`src/rtl/midi_gate_ctrl.sv`:
```
// rtl/midi_gate_ctrl.sv - MIDI byte parser producing note gate, pitch and velocity for an envelope generator
module midi_gate_ctrl #(
  parameter logic [3:0] CHANNEL = 4'd0
) (
  input  logic       clk,
  input  logic       rst,
  input  logic [7:0] rx_data,
  input  logic       rx_valid,
  output logic       gate_on,
  output logic       gate_off,
  output logic       gate,
  output logic [6:0] note,
  output logic [6:0] velocity
);

  typedef enum logic [1:0] {
    IDLE    = 2'd0,
    WAIT_D1 = 2'd1,
    WAIT_D2 = 2'd2,
    SYSEX   = 2'd3
  } state_t;

  state_t     r_state;
  state_t     w_state_nxt;
  logic [7:0] r_status;
  logic [7:0] w_status_nxt;
  logic [6:0] r_d1;
  logic [6:0] w_d1_nxt;
  logic       r_gate_on;
  logic       w_gate_on_nxt;
  logic       r_gate_off;
  logic       w_gate_off_nxt;
  logic       r_gate;
  logic       w_gate_nxt;
  logic [6:0] r_note;
  logic [6:0] w_note_nxt;
  logic [6:0] r_velocity;
  logic [6:0] w_velocity_nxt;

  logic w_is_data;
  logic w_is_chan_status;
  logic w_is_sysex_start;
  logic w_is_sys_common;
  logic w_is_realtime;
  logic w_one_byte_msg;
  logic w_active;
  logic w_note_on_msg;

  // Byte classification on the top bits of the incoming byte.
  assign w_is_data        = ~rx_data[7];
  assign w_is_chan_status = rx_data[7] & (rx_data[7:4] != 4'hF);
  assign w_is_sysex_start = (rx_data == 8'hF0);
  assign w_is_sys_common  = (rx_data[7:3] == 5'b11110) & (rx_data[2:0] != 3'd0);
  assign w_is_realtime    = (rx_data[7:3] == 5'b11111);

  assign w_one_byte_msg = (r_status[7:4] == 4'hC) | (r_status[7:4] == 4'hD);
  assign w_active       = (r_status[3:0] == CHANNEL) &
                          ((r_status[7:4] == 4'h8) | (r_status[7:4] == 4'h9));
  assign w_note_on_msg  = (r_status[7:4] == 4'h9) & (rx_data[6:0] != 7'd0);

  always_ff @(posedge clk or posedge rst) begin
    if (rst) begin
      r_state    <= IDLE;
      r_status   <= 8'd0;
      r_d1       <= 7'd0;
      r_gate_on  <= 1'b0;
      r_gate_off <= 1'b0;
      r_gate     <= 1'b0;
      r_note     <= 7'd0;
      r_velocity <= 7'd0;
    end else begin
      r_state    <= w_state_nxt;
      r_status   <= w_status_nxt;
      r_d1       <= w_d1_nxt;
      r_gate_on  <= w_gate_on_nxt;
      r_gate_off <= w_gate_off_nxt;
      r_gate     <= w_gate_nxt;
      r_note     <= w_note_nxt;
      r_velocity <= w_velocity_nxt;
    end
  end

  always_comb begin
    w_state_nxt    = r_state;
    w_status_nxt   = r_status;
    w_d1_nxt       = r_d1;
    w_gate_on_nxt  = 1'b0;
    w_gate_off_nxt = 1'b0;
    w_gate_nxt     = r_gate;
    w_note_nxt     = r_note;
    w_velocity_nxt = r_velocity;

    if (rx_valid) begin
      // Real-time bytes fall through untouched so they can interleave with any message.
      if (w_is_sysex_start) begin
        w_status_nxt = 8'd0;
        w_state_nxt  = SYSEX;
      end else if (w_is_sys_common) begin
        w_status_nxt = 8'd0;
        w_state_nxt  = IDLE;
      end else if (w_is_chan_status) begin
        w_status_nxt = rx_data;
        w_state_nxt  = WAIT_D1;
      end else if (w_is_data) begin
        case (r_state)
          WAIT_D1: begin
            w_d1_nxt    = rx_data[6:0];
            w_state_nxt = w_one_byte_msg ? WAIT_D1 : WAIT_D2;
          end
          WAIT_D2: begin
            w_state_nxt = WAIT_D1;
            if (w_active) begin
              if (w_note_on_msg) begin
                w_note_nxt     = r_d1;
                w_velocity_nxt = rx_data[6:0];
                w_gate_nxt     = 1'b1;
                w_gate_on_nxt  = 1'b1;
              end else if (r_gate && (r_d1 == r_note)) begin
                w_gate_nxt     = 1'b0;
                w_gate_off_nxt = 1'b1;
              end
            end
          end
          default: begin
          end
        endcase
      end
    end
  end

  assign gate_on  = r_gate_on;
  assign gate_off = r_gate_off;
  assign gate     = r_gate;
  assign note     = r_note;
  assign velocity = r_velocity;

  // Realtime classification is decoded for completeness; it intentionally drives no state.
  logic w_unused;
  assign w_unused = w_is_realtime;

endmodule

```
`config.mk`:
```
export PLATFORM = sky130hd
export DESIGN_NAME = midi_gate_ctrl
export DESIGN_NICKNAME = d
export VERILOG_FILES = /design/src/rtl/midi_gate_ctrl.sv
export SDC_FILE = /design/constraint.sdc
export NUM_CORES = 1
export LEC_CHECK = 0
export BUFFER_PORTS_ARGS = -buffer_cell sky130_fd_sc_hd__buf_2
export CAP_MARGIN = 20
export CORE_ASPECT_RATIO = 1.2
export CORE_MARGIN = 2
export CORE_UTILIZATION = 40
export DETAILED_ROUTE_END_ITERATION = 8
export GPL_TIMING_DRIVEN = 1
export SKIP_CTS_REPAIR_TIMING = 1
export SLEW_MARGIN = 20
export SYNTH_ARGS = -nofsm -noshare
export SYNTH_HDL_FRONTEND = slang
export SYNTH_SLANG_ARGS = --single-unit
```
`constraint.sdc`:
```
create_clock -name clk -period 2.6 [get_ports clk]
set_input_delay 0.26 -clock clk [delete_from_list [all_inputs] [get_ports clk]]
set_output_delay 0.26 -clock clk [all_outputs]
set_load 0.005 [all_outputs]
```
**Word level (Yosys, flattened, before mapping)**

Index checks and enable logic that the tools add are counted.

- Output and inout bits: 17
- Bits of input ports: 11
- RAM bits: 0
- Memory bits (read-only): 0
- Bits in registers: 34
- Logic and storage cells: 69
- Bits in latches: 0
- Memories kept: 0

- Add/subtract/negate cells: 0
- Magnitude comparators: 0
- Divide/modulo/power cells: 0
- Bitwise gates (word level): 10
- Reduce and logical (&&, ||, !) cells: 12
- Shifts and indexed selects: 0
- Mux-type cells: 28
- Equality and inequality tests: 11
- Multipliers: 0

Operators with widths:

| kind | number |
|---|---|
| two-way mux 8 bit | 3 |
| two-way mux 1 bit | 19 |
| equality test 4 bit, second input constant | 4 |
| AND reduction 8 bit | 2 |
| two-way mux 2 bit | 5 |
| equality test 8 bit, second input constant | 1 |
| equality test 7 bit | 1 |
| nonzero test 7 bit | 1 |
| AND reduction 6 bit | 1 |
| nonzero test 3 bit | 2 |
| equality test 5 bit, second input constant | 1 |
| nonzero test 5 bit | 1 |
| AND 1 bit | 4 |
| logical NOT 4 bit | 1 |
| != test 4 x 1 -> 1 bit, second input constant | 1 |
| != test 4 bit, second input constant | 1 |
| inverter 1 bit | 4 |
| case mux 2 bit (2 select lines) | 1 |
| AND reduction 3 bit | 1 |
| equality test 2 x 1 -> 1 bit, second input constant | 1 |
| equality test 2 bit, second input constant | 1 |
| OR 1 bit | 2 |
| AND reduction 2 bit | 1 |
| nonzero test 2 bit | 1 |
| logical AND 1 bit | 1 |

**Longest topological paths before layout**

Gate-level depths: netlist of run 1.

- Word-level depth: 11
- Depth in mapped cells: 6
- Mapped depth without buffers: 4

**Worst setup path after synthesis of run 1**

No wires, ideal clock.

- Path type: in2reg
- Start: in rx_data[0]
- End: reg r_note[1] (netlist: note[1])
- Library setup time: 125 ps
- Arrival time: 1626 ps
- Stages: 5
- Required time: 2475 ps
- Path buffers: 1
- Path slack: 849 ps
- Path through: or4_4 -> o41ai_4 -> nor2_2 -> buf_6 -> mux2_4

- Word-level cells in the longest chain between the ends: 4
- Elaborated cells on any way between the ends: 8
- Those cells by class: 1 x eq/ne; 4 x bitwise; 3 x reduce/logical

RTL lines:

| what | line | text |
|---|---|---|
| from (decl) | 7 | `input logic [7:0] rx_data,` |
| nonzero test 3 bit | 53 | `assign w_is_sys_common = (rx_data[7:3] == 5'b11110) & (rx_data[2:0] != 3'd0);` |
| AND 1 bit | 53 |  |
| inverter 1 bit (no source line) | -- |  |
| AND reduction 8 bit (no source line) * | -- |  |
| to (signal assigned) | 78 | `r_note <= w_note_nxt;` |
| to (decl) | 35 | `logic [6:0] r_note;` |

Every way passes the cells marked *; elsewhere a longest branch is shown, timed or not.
A chain may end at the register's enable or synchronous reset.

**Final worst setup path of run 1**

- Start: reg r_state[1]
- End: reg r_note[6] (netlist: note[6])

- Word-level cells in the longest chain between the ends: 2

RTL lines:

| what | line | text |
|---|---|---|
| from (decl) | 23 | `state_t r_state;` |
| from (signal assigned) | 72 | `r_state <= w_state_nxt;` |
| equality test 2 bit | 105 | `case (r_state)` |
| AND reduction 8 bit (no source line) | -- |  |

No other way between the ends.

==> metrics.txt, run 1 <==
# TYPE chip_impl_metric gauge
chip_impl_metric{name="final_cell_area",unit="um2"} 1810
chip_impl_metric{name="wl_per_cell",unit="um"} 15.6
chip_impl_metric{name="initial_antenna_violation_count",unit=""} 0
chip_impl_metric{name="dpl_cell_area",unit="um2"} 1720
chip_impl_metric{name="clkSlewWorstSetupHoldPaths",unit="ns"} 0.07
chip_impl_metric{name="detail_route.vias_per_cell",unit=""} 5.05
chip_impl_metric{name="grt_usage",unit="%"} 16.1
chip_impl_metric{name="worst-endpoint-required",unit="ns"} 2.77
chip_impl_metric{name="dp_hpwl",unit="mm"} 2.15
chip_impl_metric{name="post_synth.cell_area_avg",unit="um2"} 14.2
chip_impl_info{name="clockRootBuffer",value="sky130_fd_sc_hd__clkbuf_8"} 1
chip_impl_metric{name="first_pass_iters",unit=""} 4
chip_impl_metric{name="timing.reg2reg.setup_slack",unit="ns"} 0.78
chip_impl_metric{name="grt_start_max_net_pins",unit=""} 35
chip_impl_metric{name="final-hold-violation-count",unit=""} 0
chip_impl_metric{name="area_delta_synth_final",unit="%"} 20.4
chip_impl_metric{name="multi_input_comb_area",unit="um2"} 628
chip_impl_info{name="synth_common_cells",value="34 x sky130_fd_sc_hd__dfrtp_1, 9 x sky130_fd_sc_hd__mux2_2, 8 x sky130_fd_sc_hd__mux2_4"} 1
chip_impl_metric{name="postSynth.asyncResetShare",unit="%"} 100
chip_impl_metric{name="period_share",unit="%"} 69.9
chip_impl_metric{name="port_buffers",unit=""} 27
chip_impl_metric{name="gpl_congestion",unit=""} 0.825
chip_impl_metric{name="synth_top_area_share",unit="%"} 56.5
chip_impl_info{name="synth_most_common_cell",value="sky130_fd_sc_hd__dfrtp_1"} 1
chip_impl_metric{name="met1_usage",unit="%"} 22.5
chip_impl_info{name="unrepaired_setup_endpoints_after_global_routing",value="no"} 1
chip_impl_metric{name="postRouteAntennaNets",unit=""} 0
chip_impl_info{name="post_synth_main_area_contributors",value="sky130_fd_sc_hd__dfrtp_1 57%, sky130_fd_sc_hd__mux2_4 8.0%, sky130_fd_sc_hd__mux2_2 6.7%"} 1
chip_impl_metric{name="die-area",unit="um2"} 4270
chip_impl_info{name="ys_dominant_reg_cell",value="sky130_fd_sc_hd__dfrtp_1"} 1
chip_impl_metric{name="power_density",unit="nW/um2"} 799
chip_impl_metric{name="ys.warnings.count",unit=""} 0
chip_impl_metric{name="htreeDepth",unit=""} 2
chip_impl_metric{name="worstRegToRegCells",unit=""} 5
chip_impl_metric{name="layout-drive-gt1-share",unit="%"} 41.3
chip_impl_metric{name="num_rows",unit=""} 24
chip_impl_info{name="r2r-end",value="note[6]$_DFFE_PP0P_"} 1
chip_impl_info{name="endpoint_kind_of_the_worst_setup_timing_path",value="flip-flop"} 1
chip_impl_info{name="gr-max-usage-layer",value="met2"} 1
chip_impl_info{name="class_of_the_most_critical_setup_path",value="reg -> reg"} 1
chip_impl_metric{name="fin_total_pwr",unit="mW"} 1.45
chip_impl_metric{name="vias",unit=""} 984
chip_impl_metric{name="clock_tree.buffer_depth",unit=""} 2
chip_impl_metric{name="synth_edf_count",unit=""} 0
chip_impl_metric{name="postSynthRegisterBits",unit=""} 34
chip_impl_metric{name="yosysSeqAreaShare",unit="%"} 56.5
chip_impl_metric{name="fmax",unit="MHz"} 551
chip_impl_info{name="post-synth-top-area-cell",value="sky130_fd_sc_hd__dfrtp_1"} 1
chip_impl_metric{name="number_of_filler_cells_placed_in_the_layout",unit=""} 333
chip_impl_metric{name="cap_violations",unit=""} 0
chip_impl_metric{name="syn-instance-count",unit=""} 106
chip_impl_metric{name="finalClockSkew",unit="ns"} 0.00426
chip_impl_metric{name="fp.dieW",unit="um"} 60
chip_impl_metric{name="finish.net_count",unit=""} 153
chip_impl_metric{name="ys_types",unit=""} 27
chip_impl_metric{name="layout_min_cycle_time",unit="ns"} 1.82
chip_impl_metric{name="power.ir.vdd_worst",unit="uV"} 369
chip_impl_metric{name="report.final.slew_viol_count",unit=""} 0
chip_impl_metric{name="drt_drc_violations_left",unit=""} 0
chip_impl_metric{name="grt_first_pass_wirelength",unit="mm"} 5.06
chip_impl_metric{name="die-height",unit="um"} 71.2
chip_impl_info{name="worstSetupStartpointType",value="flip-flop"} 1
chip_impl_metric{name="grt_remaining_overflow",unit=""} 0
chip_impl_metric{name="worst_skew_pair.late_latency",unit="ns"} 0.29
chip_impl_metric{name="clock_sinks",unit=""} 34
chip_impl_metric{name="finalWirelength",unit="mm"} 3.04
chip_impl_metric{name="clock_buffers_created_by_tritoncts",unit=""} 5
chip_impl_metric{name="fin_hold_ws",unit="ns"} 0.0594
chip_impl_metric{name="p_leak",unit="nW"} 0.894
chip_impl_metric{name="insertedDiodeCount",unit=""} 0
chip_impl_info{name="tritoncts",value="done"} 1
chip_impl_metric{name="m2_gr_usage",unit="%"} 23.7
chip_impl_metric{name="critical_path_peak_fanout",unit=""} 8
chip_impl_metric{name="grt_util_met3",unit="%"} 4.94
chip_impl_metric{name="netlist_area",unit="um2"} 1510
chip_impl_info{name="hold_path_class",value="in -> async"} 1
chip_impl_metric{name="regArea",unit="um2"} 851
chip_impl_metric{name="fin_tns_setup",unit="ns"} 0
chip_impl_metric{name="timing.slew.headroom",unit="%"} 52.5
chip_impl_metric{name="initial_core_utilization",unit="%"} 41.4
chip_impl_metric{name="io-pin-count",unit=""} 28
chip_impl_metric{name="placeable_core_area",unit="um2"} 3630
chip_impl_metric{name="worst-slew-pin-transition",unit="ns"} 0.709
chip_impl_metric{name="arrival",unit="ns"} 1.98
chip_impl_metric{name="report.final.setup_viol",unit=""} 0
chip_impl_metric{name="mappedNetlistNets",unit=""} 117
chip_impl_metric{name="detailedRoute.firstIterationViolations",unit=""} 39
chip_impl_info{name="run_status",value="finished clean"} 1
chip_impl_metric{name="grt_pass1_vias",unit=""} 1024
chip_impl_info{name="regToRegStartpoint",value="r_state[1]$_DFFE_PP0P_"} 1
## sequential cells by signal, indices dropped and copies added (netlist names)
signal,cells
r_status,8
r_state,2
velocity,7
gate_on,1
r_d1,7
gate,1
note,7
gate_off,1
## layer usage
layer	part of all wire, %	vias to the layer above
li1	-	461
met1	47	489
met2	47	29
met3	4.6	5
met4	1.4	0
met5	0	-
## critical path, stage by stage, from the launching register on
cell                       delay (ns)
sky130_fd_sc_hd__dfrtp_1         0.43
sky130_fd_sc_hd__nor4bb_1        0.35
sky130_fd_sc_hd__nand4_1         0.21
sky130_fd_sc_hd__nor2_2          0.16
sky130_fd_sc_hd__buf_4           0.20
sky130_fd_sc_hd__mux2_1          0.34
## final cells by class
cell class	instances	share of cell area, %
clock inverters	1	0.276
well taps	52	3.59
flip-flops and latches	34	47.0
repair buffers	31	9.12
clock buffers	7	4.77
inverters	3	0.622
multi-input cells	67	34.7
## where the power goes
| part | internal [mW] | total, mW | switching [mW] | leakage, nW |
|---|---|---|---|---|
| Sequential | 0.635 | 0.734 | 0.0988 | 0.442 |
| Combinational | 0.188 | 0.308 | 0.120 | 0.403 |
| Clock | 0.214 | 0.406 | 0.192 | 0.0482 |
| Total | 1.04 | 1.45 | 0.411 | 0.894 |
## layout by cell type, fill, tap and decap left out, types with 4 or more instances in the layout
master                     synthesis  layout
sky130_fd_sc_hd__dfrtp_1          34      34
sky130_fd_sc_hd__buf_2             0      27
sky130_fd_sc_hd__mux2_2            9       9
sky130_fd_sc_hd__mux2_4            8       8
sky130_fd_sc_hd__a22o_1            7       7
sky130_fd_sc_hd__xnor2_1           7       7
sky130_fd_sc_hd__mux2_1            6       6
sky130_fd_sc_hd__clkbuf_8          0       6
sky130_fd_sc_hd__nor2_1            5       5
sky130_fd_sc_hd__nand4_1           4       4
sky130_fd_sc_hd__buf_4             0       4
## worst max-delay path by stage
stage | start | endpoint | slack (ns)
finish | r_state[1]$_DFFE_PP0P_ | note[6]$_DFFE_PP0P_ | 0.78
global route | r_state[1]$_DFFE_PP0P_ | velocity[5]$_DFFE_PP0P_ | 0.73
CTS | r_state[1]$_DFFE_PP0P_ | note[6]$_DFFE_PP0P_ | 0.78
detailed placement | rx_data[0] | note[6]$_DFFE_PP0P_ | 0.67
global placement | rx_data[0] | velocity[4]$_DFFE_PP0P_ | 0.72
floorplan | rx_data[0] | note[1]$_DFFE_PP0P_ | 0.85
## per-stage QoR
step           instances  util (%)  setup slack, ns
2_1_floorplan        106         -            0.849
6_report             195      49.9            0.784
3_5_place_dp         187      47.3            0.666
4_1_cts              195      49.9            0.779
3_3_place_gp         187      47.3            0.718
5_1_grt              195      49.9            0.727
## cell families (layout without fill, tap and decap cells)
logic type | count (synthesis) | in the layout | share of synthesized area [%]
flops | 34 | 34 | 56.5
xor+xnor | 8 | 8 | 4.66
compound gates | 13 | 13 | 8.48
buf+inv | 5 | 42 | 1.75
simple gates | 22 | 22 | 8.73
mux | 24 | 24 | 19.9
Note: power is estimated with default switching activity, not from simulation.
==> run 2: changes to the inputs <==
Settings changed: ABC_AREA set to 1.
Clock period 2.6 ns to 1.75 ns, I/O delays scaled along.
==> run 2 against run 1 <==
Compared with the run above:
- the flow now finishes with violations (negative hold slack)
- clock power up 120%
- register-to-register slack worse by 0.43 ns
- via count increased by 38%
- sequential share of layout area shrank 4.0 points
- core utilization about the same
- wire length increased by 9.2%
- clock skew is 0.0029 ns higher
- synthesized area is 10% higher
- first-iteration DRC count up 56%
- critical endpoint is now velocity[6]$_DFFE_PP0P_
- largest cell class unchanged
==> metrics.txt, run 2 <==
# TYPE chip_impl_metric gauge
chip_impl_info{name="run_status",value="finished with violations"} 1
chip_impl_info{name="violations",value="negative hold slack"} 1
chip_impl_metric{name="fin_tns_setup",unit="ns"} 0
chip_impl_info{name="layout.cells.most_common_list",value="77 x sky130_fd_sc_hd__nand2_1, 34 x sky130_fd_sc_hd__dfrtp_1, 31 x sky130_fd_sc_hd__inv_1"} 1
chip_impl_metric{name="mappedNetlistNets",unit=""} 222
chip_impl_metric{name="synth_edf_count",unit=""} 0
chip_impl_metric{name="io-pin-count",unit=""} 28
chip_impl_metric{name="worst-slew-pin-transition",unit="ns"} 0.441
chip_impl_metric{name="p_leak",unit="nW"} 1.15
chip_impl_metric{name="dp_hpwl",unit="mm"} 2.45
chip_impl_metric{name="die-area",unit="um2"} 4680
chip_impl_info{name="mostFrequentLayoutCell",value="sky130_fd_sc_hd__nand2_1"} 1
chip_impl_metric{name="clkSlewWorstSetupHoldPaths",unit="ns"} 0.08
chip_impl_metric{name="wl_per_cell",unit="um"} 11.2
chip_impl_metric{name="detail_route.vias_per_cell",unit=""} 4.54
chip_impl_info{name="tritoncts",value="done"} 1
chip_impl_metric{name="crit_path_max_incr_delay",unit="ns"} 0.40
chip_impl_metric{name="report.final.slew_viol_count",unit=""} 0
chip_impl_metric{name="postRouteAntennaNets",unit=""} 0
chip_impl_metric{name="placeable_core_area",unit="um2"} 3970
chip_impl_metric{name="p_switching",unit="mW"} 0.691
chip_impl_metric{name="initial_antenna_violation_count",unit=""} 0
chip_impl_metric{name="power.ir.vdd_worst",unit="uV"} 592
chip_impl_metric{name="p_sw_share",unit="%"} 29.3
chip_impl_metric{name="dpl_cell_area",unit="um2"} 1840
chip_impl_metric{name="report.final.setup_viol",unit=""} 0
chip_impl_info{name="largest_register",value="r_status"} 1
chip_impl_info{name="synth_common_cells",value="77 x sky130_fd_sc_hd__nand2_1, 34 x sky130_fd_sc_hd__dfrtp_1, 31 x sky130_fd_sc_hd__inv_1"} 1
chip_impl_info{name="unrepaired_setup_endpoints_after_global_routing",value="no"} 1
chip_impl_metric{name="first_pass_iters",unit=""} 4
chip_impl_metric{name="period_share",unit="%"} 79.9
chip_impl_metric{name="number_of_flip_flops_under_the_largest_register_name",unit=""} 8
chip_impl_metric{name="grt_pass1_vias",unit=""} 1365
chip_impl_metric{name="detailedRoute.firstIterationViolations",unit=""} 61
chip_impl_metric{name="drt_drc_violations_left",unit=""} 0
chip_impl_metric{name="pwr-share-clk",unit="%"} 37.0
chip_impl_info{name="ys_dominant_reg_cell",value="sky130_fd_sc_hd__dfrtp_1"} 1
chip_impl_metric{name="synth_top_area_share",unit="%"} 51.2
chip_impl_metric{name="final-hold-violation-count",unit=""} 34
chip_impl_metric{name="netlist_area",unit="um2"} 1660
chip_impl_info{name="worstSetupStartpointType",value="flip-flop"} 1
chip_impl_metric{name="number_of_filler_cells_placed_in_the_layout",unit=""} 408
chip_impl_metric{name="ys.warnings.count",unit=""} 0
chip_impl_metric{name="yosysSeqAreaShare",unit="%"} 51.2
chip_impl_metric{name="worst_skew_pair.late_latency",unit="ns"} 0.29
chip_impl_metric{name="htreeDepth",unit=""} 2
chip_impl_metric{name="port_buffers",unit=""} 27
chip_impl_info{name="regToRegStartpoint",value="r_status[6]$_DFFE_PP0P_"} 1
chip_impl_metric{name="grt_first_pass_wirelength",unit="mm"} 5.97
chip_impl_metric{name="power.sequential.fraction",unit="%"} 44.2
chip_impl_info{name="post_synth_main_area_contributors",value="sky130_fd_sc_hd__dfrtp_1 51%, sky130_fd_sc_hd__nand2_1 17%, sky130_fd_sc_hd__inv_1 7.0%"} 1
chip_impl_metric{name="layout_min_cycle_time",unit="ns"} 1.40
chip_impl_metric{name="insertedDiodeCount",unit=""} 0
chip_impl_metric{name="arrival",unit="ns"} 1.58
chip_impl_info{name="class_of_the_most_critical_setup_path",value="reg -> reg"} 1
chip_impl_info{name="critPathLaunch",value="r_status[6]$_DFFE_PP0P_"} 1
chip_impl_metric{name="clock_sinks",unit=""} 34
chip_impl_metric{name="num_rows",unit=""} 25
chip_impl_metric{name="internal_power",unit="mW"} 1.67
chip_impl_metric{name="gpl_congestion",unit=""} 0.849
chip_impl_metric{name="power_density",unit="nW/um2"} 1190
chip_impl_metric{name="fp.dieW",unit="um"} 62.8
chip_impl_info{name="worst_path_max_delay_cell",value="sky130_fd_sc_hd__dfrtp_1"} 1
chip_impl_metric{name="comb_power_share",unit="%"} 18.7
chip_impl_info{name="critical_path.most_common_cell",value="sky130_fd_sc_hd__nand2_1"} 1
chip_impl_info{name="hold_path_class",value="in -> async"} 1
chip_impl_metric{name="ys_types",unit=""} 22
chip_impl_metric{name="layout-drive-gt1-share",unit="%"} 20.1
chip_impl_metric{name="clock_buffers_created_by_tritoncts",unit=""} 5
chip_impl_info{name="endpoint_kind_of_the_worst_setup_timing_path",value="flip-flop"} 1
chip_impl_metric{name="finalWirelength",unit="mm"} 3.32
chip_impl_metric{name="grt_remaining_overflow",unit=""} 0
chip_impl_info{name="clockRootBuffer",value="sky130_fd_sc_hd__clkbuf_8"} 1
chip_impl_metric{name="syn-instance-count",unit=""} 211
chip_impl_metric{name="post_synth.cell_area_avg",unit="um2"} 7.87
chip_impl_metric{name="fin_hold_ws",unit="ns"} -0.0395
chip_impl_metric{name="postSynth.asyncResetShare",unit="%"} 100
chip_impl_metric{name="vias",unit=""} 1354
chip_impl_metric{name="die-height",unit="um"} 74.6
chip_impl_metric{name="postSynthRegisterBits",unit=""} 34
chip_impl_info{name="cell_by_cell_listing_of_the_critical_path",value="nor3_2 -> inv_1 -> nor2_8 -> nand2_4 -> nand2_1 -> nand2_1"} 1
chip_impl_metric{name="finish.net_count",unit=""} 254
chip_impl_metric{name="timing.slew.headroom",unit="%"} 70.5
chip_impl_metric{name="clock_tree.buffer_depth",unit=""} 2
chip_impl_metric{name="initial_core_utilization",unit="%"} 41.8
chip_impl_metric{name="worst-endpoint-required",unit="ns"} 1.93
chip_impl_metric{name="area_delta_synth_final",unit="%"} 19.4
chip_impl_metric{name="grt_usage",unit="%"} 16.6
chip_impl_metric{name="finalClockSkew",unit="ns"} 0.00712
chip_impl_metric{name="grt_start_max_net_pins",unit=""} 35
chip_impl_metric{name="fmax",unit="MHz"} 715
chip_impl_info{name="post-synth-top-area-cell",value="sky130_fd_sc_hd__dfrtp_1"} 1
chip_impl_info{name="synth_most_common_cell",value="sky130_fd_sc_hd__nand2_1"} 1
chip_impl_metric{name="critical_path_peak_fanout",unit=""} 16
chip_impl_metric{name="final_cell_area",unit="um2"} 1980
chip_impl_metric{name="cap_violations",unit=""} 0
run 2: cell type report:
class | instances | area, um2 | area share (%)
tap | 54 | 67.6 | 3.41
inverter | 34 | 128 | 6.44
multi-input combinational | 139 | 648 | 32.7
clock buffer | 5 | 68.8 | 3.47
timing repair buffer | 29 | 150 | 7.58
clock inverter | 3 | 68.8 | 3.47
sequential | 34 | 851 | 42.9
run 2: kinds of logic (layout without fill, tap and decap cells):
logic type | after synthesis | after routing | share of synthesized area, %
AND/OR/NAND/NOR | 116 | 116 | 31.2
buffers and inverters | 38 | 71 | 9.72
flip-flops | 34 | 34 | 51.2
AO/OA/AOI/OAI | 21 | 21 | 6.78
XOR/XNOR | 2 | 2 | 1.06
run 2: metrics by stage:
| step | hold WS, ns | total power [mW] | utilization [%] | worst slack, ns | std cells |
|---|---|---|---|---|---|
| 2_1_floorplan | 0.317 | 1.39 | - | 0.482 | 211 |
| 3_3_place_gp | 0.290 | 1.50 | 46.4 | 0.330 | 290 |
| 3_5_place_dp | 0.294 | 1.51 | 46.4 | 0.334 | 290 |
| 4_1_cts | -0.0302 | 2.40 | 49.9 | 0.333 | 298 |
| 5_1_grt | 0.00824 | 2.54 | 49.9 | 0.178 | 298 |
| 6_report | -0.0395 | 2.36 | 49.9 | 0.352 | 298 |
run 2: worst paths after layout:
check                                          end  slack, ns  cells after the start
max                        velocity[6]$_DFFE_PP0P_       0.35                      6
max reg2reg                velocity[6]$_DFFE_PP0P_       0.35                      6
min reg2reg                velocity[0]$_DFFE_PP0P_       0.47                      2
min in group clk           velocity[0]$_DFFE_PP0P_       0.14                      3
min                        velocity[1]$_DFFE_PP0P_      -0.04                      3
max in group asynchronous      note[0]$_DFFE_PP0P_       1.48                      3
run 2: worst max-delay path: cells and delay by family (launching register included):
family,cells,cell delay [ns]
buffers and inverters,1,0.13
DFF,1,0.40
and+or+nand+nor,5,0.75
run 2: metal layers:
metal	vias up	track usage, %	part of all wire (%)	wire, um
li1	713	-	-	-
met1	621	19.2	44	1470
met2	14	29.3	51	1690
met3	6	4.08	2.6	88
met4	0	8.15	2.0	66
met5	-	0	0	0
run 2: power by group through the flow:
stage          clock network [mW]  registers [mW]  logic [mW]
2_1_floorplan                   0            1.03       0.360
3_3_place_gp                    0            1.05       0.442
3_5_place_dp                    0            1.06       0.451
4_1_cts                     0.904            1.04       0.453
5_1_grt                     0.931            1.07       0.537
6_report                    0.874            1.04       0.442
